**src/rtl/irq_ctx_stack.sv**
```systemverilog
// irq_ctx_stack: core-side interrupt context stack.
// Latches vector-redirect requests from the interrupt controller, pushes the
// interrupted PC on a nested return-address stack, drives a one-cycle PC
// override to the vector, and restores the saved PC on return-from-interrupt.
module irq_ctx_stack #(
  parameter int DEPTH  = 4,
  parameter int ADDR_W = 32
) (
  input  logic                     i_clk,
  input  logic                     i_rst,
  input  logic [ADDR_W-1:0]        i_PC,
  input  logic [ADDR_W-1:0]        i_VIC_iaddr,
  input  logic                     i_VIC_PC_ctrl,
  input  logic                     i_reti,
  input  logic                     i_stall,
  output logic [ADDR_W-1:0]        o_PC_next,
  output logic                     o_PC_sel,
  output logic                     o_irq_ack,
  output logic                     o_in_isr,
  output logic [$clog2(DEPTH):0]   o_depth,
  output logic                     o_overflow,
  output logic                     o_underflow
);

  localparam int PTR_W = $clog2(DEPTH);
  localparam int DW    = PTR_W + 1;
  localparam logic [DW-1:0] ONE     = DW'(1);
  localparam logic [DW-1:0] DEPTH_V = DW'(DEPTH);

  typedef enum logic [1:0] {
    ST_IDLE  = 2'd0,
    ST_ENTER = 2'd1,
    ST_LEAVE = 2'd2
  } state_e;

  state_e              state_q, state_d;
  logic [ADDR_W-1:0]   pc_next_q, pc_next_d;
  logic                pc_sel_q, pc_sel_d;
  logic                irq_ack_q, irq_ack_d;
  logic                in_isr_q, in_isr_d;
  logic [DW-1:0]       depth_q, depth_d;
  logic                overflow_q, overflow_d;
  logic                underflow_q, underflow_d;
  logic                pend_q, pend_d;
  logic [ADDR_W-1:0]   pend_addr_q, pend_addr_d;
  logic [ADDR_W-1:0]   stack_q [DEPTH];
  logic [ADDR_W-1:0]   stack_d [DEPTH];

  logic                empty;
  logic                full;
  logic [PTR_W-1:0]    push_idx;
  logic [PTR_W-1:0]    pop_idx;

  assign empty    = (depth_q == '0);
  assign full     = (depth_q == DEPTH_V);
  assign push_idx = depth_q[PTR_W-1:0];
  assign pop_idx  = PTR_W'(depth_q - ONE);

  // Next-state: pending capture, FSM transitions, stack push/pop, sticky flags.
  always_comb begin
    state_d     = state_q;
    pc_next_d   = pc_next_q;
    pc_sel_d    = 1'b0;
    irq_ack_d   = 1'b0;
    depth_d     = depth_q;
    overflow_d  = overflow_q;
    underflow_d = underflow_q;
    pend_d      = pend_q;
    pend_addr_d = pend_addr_q;
    stack_d     = stack_q;

    // Capture first so a pulse arriving on the accepting edge is serviced
    // directly; the acceptance path below then reads the updated slot.
    if (i_VIC_PC_ctrl) begin
      pend_d      = 1'b1;
      pend_addr_d = i_VIC_iaddr;
    end

    case (state_q)
      ST_IDLE: begin
        if (!i_stall) begin
          if (i_reti) begin
            if (!empty) begin
              pc_next_d = stack_q[pop_idx];
              depth_d   = depth_q - ONE;
              pc_sel_d  = 1'b1;
              state_d   = ST_LEAVE;
            end else begin
              underflow_d = 1'b1;
            end
          end else if (pend_d) begin
            if (!full) begin
              stack_d[push_idx] = i_PC;
              depth_d           = depth_q + ONE;
              pc_next_d         = pend_addr_d;
              pc_sel_d          = 1'b1;
              irq_ack_d         = 1'b1;
              pend_d            = 1'b0;
              state_d           = ST_ENTER;
            end else begin
              pend_d     = 1'b0;
              overflow_d = 1'b1;
            end
          end
        end
      end
      default: state_d = ST_IDLE;
    endcase

    in_isr_d = (depth_d != '0);
  end

  // State and registered outputs; asynchronous reset aborts any redirect.
  always_ff @(posedge i_clk or posedge i_rst) begin
    if (i_rst) begin
      state_q     <= ST_IDLE;
      pc_next_q   <= '0;
      pc_sel_q    <= 1'b0;
      irq_ack_q   <= 1'b0;
      in_isr_q    <= 1'b0;
      depth_q     <= '0;
      overflow_q  <= 1'b0;
      underflow_q <= 1'b0;
      pend_q      <= 1'b0;
      pend_addr_q <= '0;
      stack_q     <= '{default: '0};
    end else begin
      state_q     <= state_d;
      pc_next_q   <= pc_next_d;
      pc_sel_q    <= pc_sel_d;
      irq_ack_q   <= irq_ack_d;
      in_isr_q    <= in_isr_d;
      depth_q     <= depth_d;
      overflow_q  <= overflow_d;
      underflow_q <= underflow_d;
      pend_q      <= pend_d;
      pend_addr_q <= pend_addr_d;
      stack_q     <= stack_d;
    end
  end

  assign o_PC_next   = pc_next_q;
  assign o_PC_sel    = pc_sel_q;
  assign o_irq_ack   = irq_ack_q;
  assign o_in_isr    = in_isr_q;
  assign o_depth     = depth_q;
  assign o_overflow  = overflow_q;
  assign o_underflow = underflow_q;

endmodule

```
**config.mk**
```make
export PLATFORM = sky130hd
export DESIGN_NAME = irq_ctx_stack
export DESIGN_NICKNAME = d
export VERILOG_FILES = /design/src/rtl/irq_ctx_stack.sv
export SDC_FILE = /design/constraint.sdc
export NUM_CORES = 1
export LEC_CHECK = 0
export CAP_MARGIN = 10
export CORE_MARGIN = 2
export CORE_UTILIZATION = 25
export CTS_BUF_LIST = sky130_fd_sc_hd__clkbuf_4
export CTS_CLUSTER_DIAMETER = 30
export CTS_CLUSTER_SIZE = 28
export DETAILED_ROUTE_END_ITERATION = 6
export PLACE_DENSITY = 0.4
export SYNTH_ARGS = -nofsm -noshare
export SYNTH_HDL_FRONTEND = slang
export SYNTH_SLANG_ARGS = --single-unit
```
**constraint.sdc**
```tcl
create_clock -name i_clk -period 8.3 [get_ports i_clk]
set_input_delay 0.83 -clock i_clk [delete_from_list [all_inputs] [get_ports i_clk]]
set_output_delay 0.83 -clock i_clk [all_outputs]
set_load 0.05 [all_outputs]
```
==> flow_summary.yaml <==
detailed_routing:
  vias: 5272
  wl_mm: 22.02
  dr.pass1.iters: 4
  drc_errors: 0
  ant_nets: 0
  via_per_inst: 4.412
  avgRoutedWirePerCell_um: 18.42
  drt_iter0_drc: 151
pwr:
  p_total_uw: 4147
  peakVddDrop_mv: 0.1625
  powerDensity_nw_per_um2: 381.8
  leakagePower_uw: 0.004752
worst_setup_path:
  reg2reg_depth: 6
  cp.arrival_ns: 4.11
  r2r_start: "o_depth[1]$_DFF_PP0_"
  critPathKind: "in -> reg"
  crit_path_end_kind: "flop"
  r2r_slack_ns: 4.83
  start_kind: "input port"
  required_ns: 8.84
  regToRegEndpoint: "stack_q[62]$_DFFE_PP0P_"
  cp_max_fo: 32
sta:
  slew_violations: 0
  tns_ns: 0
  final.min_clock_period_ns: 3.575
  tightest_slew_ns: 1.150
  hold_viol_final: 0
  maxSlewHeadroom_pct: 22.95
  fmax_ghz: 0.2797
  hold_ws_ns: 0.4750
  setup_viol: 0
  grt_setup_unrepaired: "no"
  skew_ns: 0.05759
  min_period_over_period_pct: 43.07
clocking:
  clk_latency_ns: 0.68
  clk_pin_slew_worst_paths_ns: 0.06
  postCtsHoldBufs: 0
  clockRootBuffer: "clkbuf_4"
  cts_tree: "done"
  post_cts_resized: 0
  cts-htree-levels: 2
  clock-sinks: 203
  cts_buffer_depth: 3
  postCtsSetupBuffers: 0
  cts_buffers: 56
flow_run:
  maxCapViolations: 0
status:
  status: "completed"
cells_and_area:
  nFillCells: 3390
  nets: 780
  layout-drive-gt1-share_pct: 39.41
  regArea_sq_um: 5081
  multi_input_area_sq_um: 3299
  area_delta_synth_final_pct: 27.38
synth:
  synth_area_sq_um: 8528
  avgSynthCellArea_sq_um: 14.99
  synth_cells: 569
  synth.area.top_cells: "dfrtp_1 (60%), mux2_2 (20%), mux4_2 (8.5%), nand2_1 (2.9%), a22oi_1 (2.8%)"
  yosys.area.top_type: "dfrtp_1"
  yosysTopAreaCellShare_pct: 59.57
  ys_ff_latch: 203
  yosys_warnings: 0
  yosysSeqAreaShare_pct: 59.57
  syn-num-nets: 643
  synth_cell_types: 28
min_path:
  hp-class: "reg -> reg"
  hold-path-cell-count: 2
  hp-start: "o_PC_next[15]$_DFFE_PP0P_"
  holdPathEnd: "o_PC_next[15]$_DFFE_PP0P_"
floorplanning:
  pin_count: 109
  die-area_sq_um: 35610
  die_w_um: 188.7
  design.core.area_sq_um: 33530
  start_util_pct: 25.43
  die-height_um: 188.7
  num_rows: 67
placed_design:
  gp_congestion: 0.6927
  dp_hpwl_mm: 13.42
  place.port_buffers: 108
global_routing:
  first_global_vias: 6129
  grt_max_degree: 123
  antenna_found_initial: 1
  grt_pass1_wl_mm: 35.05
  grt.overflow.total: 0
  track_usage_pct: 12.74
==> worst max-delay path, cell delays in order <==
cell and delay (ns):
clkdlybuf4s50_1 0.42, or3_1 0.45, a2111oi_4 0.58, buf_4 0.52
nand2_2 0.72, mux2_1 0.58
==> how the worst max path moves through the flow <==
stage | startpoint | endpoint | slack (ns) | cells past startpoint
6_report | i_stall | stack_q[62]$_DFFE_PP0P_ | 4.72 | 6
5_1_grt | o_depth[1]$_DFF_PP0_ | stack_q[62]$_DFFE_PP0P_ | 4.48 | 6
4_1_cts | o_depth[1]$_DFF_PP0_ | stack_q[62]$_DFFE_PP0P_ | 4.69 | 6
3_5_place_dp | i_VIC_PC_ctrl | stack_q[62]$_DFFE_PP0P_ | 3.93 | 7
3_3_place_gp | i_stall | stack_q[36]$_DFFE_PP0P_ | 3.95 | 6
2_1_floorplan | i_rst | o_PC_next[0]$_DFFE_PP0P_ | 1.93 | 1
==> synthesized netlist by cell type <==
cell type	n
and3_1	2
a2111oi_4	1
ha_1	5
o21ai_0	5
a221o_1	1
or3_1	2
a2bb2oi_1	1
nor3_1	2
xnor2_1	1
mux2_2	154
o221a_2	1
nor2_1	5
o311a_1	1
mux4_2	32
dfrtp_1	203
a41o_1	1
nand3_1	1
a21oi_1	1
buf_1	4
mux2_1	6
buf_2	12
a22oi_1	32
a31o_2	1
inv_1	6
nand2_1	67
a2111oi_0	1
clkbuf_1	20
nand2b_1	1
==> where the power goes <==
part | leakage (uW) | internal (uW) | switching [uW]
clock network | 0.000452 | 542 | 427
registers | 0.00250 | 1370 | 192
logic | 0.00180 | 782 | 836
==> metal layers <==
layer / track usage [%] / share of wire, %
met1: 16.10 / 44
met2: 21.27 / 49
met3: 3.334 / 5.0
met4: 4.117 / 1.9
met5: 0 / 0
==> flip-flops by register name, summed over array words and instances (netlist names), 2 cells and up <==
register     flops
state_q          2
o_depth          3
pend_addr_q     32
o_PC_next       32
stack_q        128
==> layout by cell type (no fill, tap or decap), drive strengths merged, types with 2 or more instances in the layout <==
cell type      instances
and3                   2
dfrtp                203
o21ai                  5
a22oi                 32
or3                    2
inv                    8
a2111oi                2
buf                    8
clkdlybuf4s50        107
mux2                 160
clkinv                18
nor3                   2
clkbuf                74
ha                     5
nor2                   5
bufinv                 4
nand2                 67
mux4                  32
==> logic make-up after synthesis <==
family                     count (synthesis)  synth area share [%]
AOI/OAI and AO/OA                         46                 4.284
xor gates and xnor gates                   1                0.1027
adders and majority gates                  5                0.7336
buffers and inverters                     42                 2.025
DFF                                      203                 59.57
muxes                                    192                 29.58
and+or+nand+nor                           80                 3.712
==> final cells by class <==
cell class	instances	area share [%]
Multi-Input combinational cell	324	30.37
Clock buffer	74	5.114
Inverter	6	0.2764
Tap cell	448	5.160
Sequential cell	203	46.77
Antenna cell	1	0.02304
Clock inverter	24	1.889
Timing Repair Buffer	115	10.39
==> metrics by stage <==
| stage | std cells | utilization [%] | setup slack (ns) | area, sq um |
|---|---|---|---|---|
| 2_1_floorplan | 569 | - | 1.931 | 8528 |
| 3_3_place_gp | 1096 | 30.12 | 3.950 | 10100 |
| 3_5_place_dp | 1096 | 30.12 | 3.931 | 10100 |
| 4_1_cts | 1194 | 32.39 | 4.687 | 10860 |
| 5_1_grt | 1195 | 32.40 | 4.479 | 10860 |
| 6_report | 1195 | 32.40 | 4.725 | 10860 |
Note: power is estimated with default switching activity, not from simulation.
